**src/rtl/cam_pkg.sv**
```systemverilog
// Shared types and constants for the camera register-init sequencer.
// Combinational-only declarations; no timing or flow control of its own.
package cam_pkg;

    typedef enum logic [3:0] {
        IDLE,
        PWRUP,
        FETCH,
        DECODE,
        DELAY,
        ISSUE,
        WAIT_LO,
        WAIT_HI,
        CHECK,
        DONE,
        ERROR
    } state_t;

    localparam logic [15:0] END_MARK    = 16'hFFFF;
    localparam logic [7:0]  DELAY_TAG   = 8'hFE;
    localparam logic [6:0]  OV7670_ADDR = 7'h21;

endpackage

```
**src/rtl/cam_ms_timer.sv**
```systemverilog
// Millisecond down-counter: i_load arms it with i_ms, o_expired rises after i_ms*(CLK_F/1000) cycles.
// Reload takes effect the next cycle; no backpressure, i_load always wins.
module cam_ms_timer #(
    parameter int CLK_F = 27_000_000
) (
    input  logic       i_clk,
    input  logic       i_rstn,
    input  logic       i_load,
    input  logic [7:0] i_ms,
    output logic       o_expired
);

    localparam int            TICK_DIV  = (CLK_F / 1000 > 0) ? CLK_F / 1000 : 1;
    localparam int            TW        = (TICK_DIV > 1) ? $clog2(TICK_DIV) : 1;
    localparam logic [TW-1:0] TICK_LAST = TW'(TICK_DIV - 1);

    logic [TW-1:0] tick_q, tick_d;
    logic [7:0]    ms_q, ms_d;

    always_comb begin
        tick_d = tick_q;
        ms_d   = ms_q;
        if (i_load) begin
            tick_d = '0;
            ms_d   = i_ms;
        end else if (ms_q != 8'd0) begin
            if (tick_q == TICK_LAST) begin
                tick_d = '0;
                ms_d   = ms_q - 8'd1;
            end else begin
                tick_d = tick_q + TW'(1);
            end
        end
    end

    always_ff @(posedge i_clk or negedge i_rstn) begin
        if (!i_rstn) begin
            tick_q <= '0;
            ms_q   <= '0;
        end else begin
            tick_q <= tick_d;
            ms_q   <= ms_d;
        end
    end

    assign o_expired = (ms_q == 8'd0);

endmodule

```
**src/rtl/cam_init_seq.sv**
```systemverilog
// Walks a {reg,data} ROM and issues SCCB writes (optional readback) with delays, retries and end marker.
// One ROM entry per FETCH/DECODE pair; stalls on i_i2c_ready, all outputs registered.
module cam_init_seq
    import cam_pkg::*;
#(
    parameter int         CLK_F     = 27_000_000,
    parameter logic [6:0] DEV_ADDR  = OV7670_ADDR,
    parameter int         ROM_AW    = 8,
    parameter int         MAX_RETRY = 3,
    parameter int         VERIFY    = 0,
    parameter int         PWRUP_MS  = 10
) (
    input  logic              i_clk,
    input  logic              i_rstn,
    input  logic              i_start,
    output logic [ROM_AW-1:0] o_rom_addr,
    input  logic [15:0]       i_rom_data,
    output logic              o_i2c_start,
    output logic [6:0]        o_i2c_dev,
    output logic              o_i2c_rd_wr,
    output logic [7:0]        o_i2c_reg,
    output logic [7:0]        o_i2c_wdata,
    input  logic              i_i2c_ready,
    input  logic              i_i2c_nack,
    input  logic [7:0]        i_i2c_rdata,
    output logic              o_busy,
    output logic              o_done,
    output logic              o_error,
    output logic [ROM_AW-1:0] o_err_index
);

    localparam int                RW        = (MAX_RETRY > 0) ? $clog2(MAX_RETRY + 1) : 1;
    localparam logic [RW-1:0]     RETRY_MAX = RW'(MAX_RETRY);
    localparam logic [ROM_AW-1:0] LAST_IDX  = {ROM_AW{1'b1}};

    state_t            state_q, state_d;
    logic [ROM_AW-1:0] idx_q, idx_d;
    logic [RW-1:0]     retry_q, retry_d;
    logic              start_q, start_d;
    logic [6:0]        dev_q, dev_d;
    logic              rd_q, rd_d;
    logic [7:0]        reg_q, reg_d;
    logic [7:0]        wdata_q, wdata_d;
    logic              nack_q, nack_d;
    logic [7:0]        rdata_q, rdata_d;
    logic              busy_q, busy_d;
    logic              done_q, done_d;
    logic              error_q, error_d;
    logic [ROM_AW-1:0] err_idx_q, err_idx_d;

    logic       tmr_load;
    logic [7:0] tmr_ms;
    logic       tmr_expired;
    logic       restart;
    logic       advance;
    logic       fail;

    cam_ms_timer #(
        .CLK_F (CLK_F)
    ) u_timer (
        .i_clk     (i_clk),
        .i_rstn    (i_rstn),
        .i_load    (tmr_load),
        .i_ms      (tmr_ms),
        .o_expired (tmr_expired)
    );

    always_comb begin
        state_d   = state_q;
        idx_d     = idx_q;
        retry_d   = retry_q;
        start_d   = 1'b0;
        dev_d     = dev_q;
        rd_d      = rd_q;
        reg_d     = reg_q;
        wdata_d   = wdata_q;
        nack_d    = nack_q;
        rdata_d   = rdata_q;
        done_d    = done_q;
        error_d   = error_q;
        err_idx_d = err_idx_q;
        tmr_load  = 1'b0;
        tmr_ms    = 8'(PWRUP_MS);
        restart   = 1'b0;
        advance   = 1'b0;
        // a readback failure compares against the data that was just written
        fail      = nack_q | (rd_q & (rdata_q != wdata_q));

        case (state_q)
            IDLE, DONE, ERROR: begin
                if (i_start) restart = 1'b1;
            end
            PWRUP: begin
                if (i_start)          restart = 1'b1;
                else if (tmr_expired) state_d = FETCH;
            end
            FETCH: state_d = DECODE;
            DECODE: begin
                if (i_rom_data == END_MARK) begin
                    state_d = DONE;
                    done_d  = 1'b1;
                end else if (i_rom_data[15:8] == DELAY_TAG) begin
                    tmr_load = 1'b1;
                    tmr_ms   = i_rom_data[7:0];
                    state_d  = DELAY;
                end else begin
                    dev_d   = DEV_ADDR;
                    rd_d    = 1'b0;
                    reg_d   = i_rom_data[15:8];
                    wdata_d = i_rom_data[7:0];
                    state_d = ISSUE;
                end
            end
            DELAY: begin
                if (i_start)          restart = 1'b1;
                else if (tmr_expired) advance = 1'b1;
            end
            ISSUE: begin
                if (i_i2c_ready) begin
                    start_d = 1'b1;
                    state_d = WAIT_LO;
                end
            end
            WAIT_LO: begin
                if (!i_i2c_ready) state_d = WAIT_HI;
            end
            WAIT_HI: begin
                if (i_i2c_ready) begin
                    nack_d  = i_i2c_nack;
                    rdata_d = i_i2c_rdata;
                    state_d = CHECK;
                end
            end
            CHECK: begin
                if (fail) begin
                    if (retry_q < RETRY_MAX) begin
                        retry_d = retry_q + RW'(1);
                        rd_d    = 1'b0;
                        state_d = ISSUE;
                    end else begin
                        state_d   = ERROR;
                        error_d   = 1'b1;
                        err_idx_d = idx_q;
                    end
                end else if (VERIFY != 0 && !rd_q) begin
                    rd_d    = 1'b1;
                    state_d = ISSUE;
                end else begin
                    retry_d = '0;
                    advance = 1'b1;
                end
            end
            default: state_d = IDLE;
        endcase

        if (restart) begin
            state_d   = PWRUP;
            idx_d     = '0;
            retry_d   = '0;
            done_d    = 1'b0;
            error_d   = 1'b0;
            err_idx_d = '0;
            tmr_load  = 1'b1;
            tmr_ms    = 8'(PWRUP_MS);
        end

        // the last ROM slot finishes the sequence instead of wrapping to 0
        if (advance) begin
            if (idx_q == LAST_IDX) begin
                state_d = DONE;
                done_d  = 1'b1;
            end else begin
                idx_d   = idx_q + ROM_AW'(1);
                state_d = FETCH;
            end
        end

        busy_d = !(state_d inside {IDLE, DONE, ERROR});
    end

    always_ff @(posedge i_clk or negedge i_rstn) begin
        if (!i_rstn) begin
            state_q   <= IDLE;
            idx_q     <= '0;
            retry_q   <= '0;
            start_q   <= 1'b0;
            dev_q     <= '0;
            rd_q      <= 1'b0;
            reg_q     <= '0;
            wdata_q   <= '0;
            nack_q    <= 1'b0;
            rdata_q   <= '0;
            busy_q    <= 1'b0;
            done_q    <= 1'b0;
            error_q   <= 1'b0;
            err_idx_q <= '0;
        end else begin
            state_q   <= state_d;
            idx_q     <= idx_d;
            retry_q   <= retry_d;
            start_q   <= start_d;
            dev_q     <= dev_d;
            rd_q      <= rd_d;
            reg_q     <= reg_d;
            wdata_q   <= wdata_d;
            nack_q    <= nack_d;
            rdata_q   <= rdata_d;
            busy_q    <= busy_d;
            done_q    <= done_d;
            error_q   <= error_d;
            err_idx_q <= err_idx_d;
        end
    end

    assign o_rom_addr  = idx_q;
    assign o_i2c_start = start_q;
    assign o_i2c_dev   = dev_q;
    assign o_i2c_rd_wr = rd_q;
    assign o_i2c_reg   = reg_q;
    assign o_i2c_wdata = wdata_q;
    assign o_busy      = busy_q;
    assign o_done      = done_q;
    assign o_error     = error_q;
    assign o_err_index = err_idx_q;

endmodule

```
**config.mk**
```make
export PLATFORM = sky130hd
export DESIGN_NAME = cam_init_seq
export DESIGN_NICKNAME = d
export VERILOG_FILES = /design/src/rtl/cam_pkg.sv /design/src/rtl/cam_ms_timer.sv /design/src/rtl/cam_init_seq.sv
export SDC_FILE = /design/constraint.sdc
export NUM_CORES = 1
export LEC_CHECK = 0
export ABC_AREA = 0
export BUFFER_PORTS_ARGS = -buffer_cell sky130_fd_sc_hd__buf_2
export CAP_MARGIN = 10
export CORE_MARGIN = 2
export CORE_UTILIZATION = 60
export CTS_BUF_LIST = sky130_fd_sc_hd__clkbuf_16
export DETAILED_ROUTE_END_ITERATION = 12
export PLACE_DENSITY_LB_ADDON = 0.2
export SYNTH_ARGS = -nofsm -noshare
export SYNTH_HDL_FRONTEND = slang
export SYNTH_SLANG_ARGS = --single-unit
```
**constraint.sdc**
```tcl
create_clock -name i_clk -period 5.79 [get_ports i_clk]
set_input_delay 0.579 -clock i_clk [delete_from_list [all_inputs] [get_ports i_clk]]
set_output_delay 0.579 -clock i_clk [all_outputs]
set_load 0.005 [all_outputs]
```
==> key figures <==
Logic synthesis
  • Synthesized area per cell: 9.80 sq um
  • Gate Count Post-Synth: 383
  • Synth Area in Simple Gates: 23.4%
  • Async SR Flop Fraction: 100%
  • Synthesis Warnings: 0
  • Post-synth EDFFs: 0
  • Compound-Gate Fraction of Synth Area: 13.9%
  • Synth Area in Adders: 1.67%
  • Synth Flop Type: dfrtp_1
  • Post-synthesis mux area share: 7.46%
  • Synth cell types: 67
  • Combinational family with the most area after synthesis: simple AND/OR/NAND/NOR gates
  • Flops & latches, synth: 67
  • XOR/XNOR Fraction of Synth Area: 3.97%
  • Register area share after synthesis: 44.7%
  • Synth Cell Area: 3750 sq um

Global routing
  • Global-route wire length before repair: 14700 microns
  • Number of global-route vias before repair: 3073
  • Largest net degree at the start of global routing: 68
  • Antenna violations before repair: 0
  • Grt total ovfl: 0
  • Total track usage: 26.3%

Die
  • Die width: 83.1 microns
  • Starting Density: 62.7%
  • Die Y: 83.1 microns
  • Core Area: 5990 sq um
  • Row cnt: 28
  • Die area: 6910 sq um
  • IO Pins: 73

Power
  • Leak pwr: 1.94 nW
  • Psw: 0.000530 W
  • Internal power: 0.00118 W
  • Sequential power share: 37.2%
  • Sw Ratio: 31.0%
  • PwrDens: 391 nW/um^2
  • Combinational power share: 26.4%
  • Worst VDD drop: 0.329 mV
  • Clock power share: 36.5%

Layout
  • Nets@finish: 469
  • Layout Utilization: 73.0%
  • Antenna Cells: 0
  • Max reg flops: 15
  • Largest Register: u_timer.tick_q
  • Area delta synth->final: 16.5%
  • Share of cells above drive strength 1: 23.9%

CTS
  • Setup Fix Bufs, Post-CTS: 0
  • CTS clk-pin slew, worst paths: 0.05 ns
  • Clock Sinks: 67
  • CTS max path bufs: 2
  • Skew-Pair Late Insertion Delay: 0.33 ns
  • Clk root buf: clkbuf_16
  • CTS Buf Count: 9
  • Hold buffers post-CTS: 0
  • CTS tree: built
  • H-tree depth: 3
  • Post_cts resized: 0

Worst setup path
  • Crit path kind: reg -> reg
  • Slowest CP cell: o21a_1
  • Worst-path cell chain: nand3b_1 -> a21oi_1 -> o21a_1 -> nor3_2 -> or4_1 -> a21oi_2
  • Critical path data arrival time: 3.18 ns
  • CP required: 6.05 ns
  • Critical Path Source Type: flop
  • Crit-path max FO: 26
  • CP peak stage delay: 0.86 ns
  • CP endpoint kind: flop

Detailed routing
  • Initial DRC Count: 352
  • Vias per cell: 6.17
  • Post-route ant nets: 0
  • # DRC: 0
  • Pre-antenna DRT Iters: 4
  • WL/cell: 17.0 microns
  • Wirelength, routed: 8730 microns
  • DR top layer: met4
  • Met3 wire len: 585 microns
  • Vias after detailed routing: 3176
  • Met2 WL: 4130 microns
  • DRT met1 WL: 3880 microns

Timing
  • Setup Skew: 0.00725 ns
  • Post-Route Setup TNS: 0 ns
  • Headroom to the max-slew limit: 28.4%
  • Final-report setup violation count: 0
  • Unrepaired setup endpoints after global routing: false
  • Worst-Margin Slew: 1.07 ns
  • Final Max Tran Viols: 0
  • Final Hold Fails: 0
  • Min Tclk post-route: 2.91 ns
  • Fin crit share: 50.3%
  • F_max: 0.343 GHz
  • Setup ws final: 2.88 ns

Place
  • DPL Wire Length: 5670 microns
  • Port-buffer cells: 58
  • Setup WS pre-CTS: 2.94 ns
  • GPL Wtd Cong: 0.843

Hold path
  • Hold crit path type: in -> async

Run status
  • Status: completed

Flow run
  • Max cap viols: 0
cell type report:
class	count	area [sq um]
repair buffers	60	305
well taps	75	93.8
inverters	12	45.0
clock inverters	7	118
multi-input cells	285	1910
flip-flops and latches	67	1680
clock buffers	9	225
fillers	425	1620
logic make-up (layout without fill, tap and decap cells):
kind of cell | Yosys count | after routing
and+or+nand+nor | 156 | 156
AOI/OAI and AO/OA | 75 | 75
DFF | 67 | 67
buffers and inverters | 36 | 88
muxes | 26 | 26
xor gates and xnor gates | 17 | 17
adders and majority gates | 5 | 5
other | 1 | 6
synthesized netlist by cell type (5+ instances only):
library cell  instances  share of area, %
a211oi_1              6               1.2
a21oi_1               8               1.1
buf_4                 7               1.4
clkbuf_1             12               1.2
dfrtp_1              67                45
ha_1                  5               1.7
inv_1                12               1.2
mux2_2               16               4.8
mux2i_1              10               2.7
nand2_1              24               2.4
nand2b_1              6               1.0
nand3_1              16               2.1
nand4_1               6               1.0
nand4b_1              5               1.2
nor2_1               43               4.3
nor3_1                8               1.1
o21ai_0              17               2.3
o311ai_0              5               1.2
o31ai_1               5               1.0
or4_1                 6               1.2
xnor2_1               5               1.2
xor2_1               12               2.8
placed cells by master, fill, tap and decap left out, types with 5 or more instances in the layout:
cell type  count
nand4_1        6
nor3_1         8
o21ai_0       17
xor2_1        12
clkbuf_16      9
or4_1          6
nor2_1        43
nand2_1       24
mux2i_1       10
o31ai_1        5
a21oi_1        8
xnor2_1        5
buf_2         58
dfrtp_1       67
o311ai_0       5
conb_1         6
nand4b_1       5
nand3_1       16
ha_1           5
mux2_2        16
nand2b_1       6
a211oi_1       6
inv_1         13
worst max-delay path: cells and delay by family (launching register included):
family	cells	cell delay, ns
AND/OR/NAND/NOR	3	1.08
flip-flops	1	0.56
AO/OA/AOI/OAI	3	1.20
path summary, 6_finish.rpt:
kind,endpoint,start,cells after the start,slack (ns)
setup / recovery,u_timer.tick_q[5]$_DFFE_PN0P_,state_q[0]$_DFF_PN0_,6,2.88
hold / removal,u_timer.tick_q[10]$_DFFE_PN0P_,i_rstn,2,0.43
setup reg to reg,u_timer.tick_q[5]$_DFFE_PN0P_,state_q[0]$_DFF_PN0_,6,2.88
hold reg to reg,o_i2c_dev[0]$_DFFE_PN0P_,o_i2c_dev[0]$_DFFE_PN0P_,1,0.49
max in group asynchronous,u_timer.ms_q[4]$_DFFE_PN0P_,i_rstn,2,4.82
min in group i_clk,o_i2c_dev[0]$_DFFE_PN0P_,o_i2c_dev[0]$_DFFE_PN0P_,1,0.49
layer usage:
metal / track usage, % / vias up
met2: 39.8 / 120
met4: 9.54 / 0
li1: - / 1489
met3: 7.16 / 18
met5: 0 / -
met1: 36.4 / 1549
metrics by stage:
step                      area (sq um)  hold slack (ns)  power, W  cells
final                             4380            0.431   0.00171    515
after global routing              4380            0.493   0.00181    515
after CTS                         4380            0.466   0.00171    515
after detailed placement          4030            0.469   0.00109    499
after global placement            4030            0.480   0.00107    499
after floorplan                   3770            0.283  0.000940    388
power by group through the flow:
| stage | combinational (W) | clock [W] | sequential [W] |
|---|---|---|---|
| after floorplan | 0.000330 | 0 | 0.000611 |
| after global placement | 0.000431 | 0 | 0.000635 |
| after detailed placement | 0.000447 | 0 | 0.000639 |
| after CTS | 0.000451 | 0.000628 | 0.000633 |
| after global routing | 0.000502 | 0.000656 | 0.000647 |
| final | 0.000451 | 0.000624 | 0.000635 |
(Power assumes the default switching activity.)
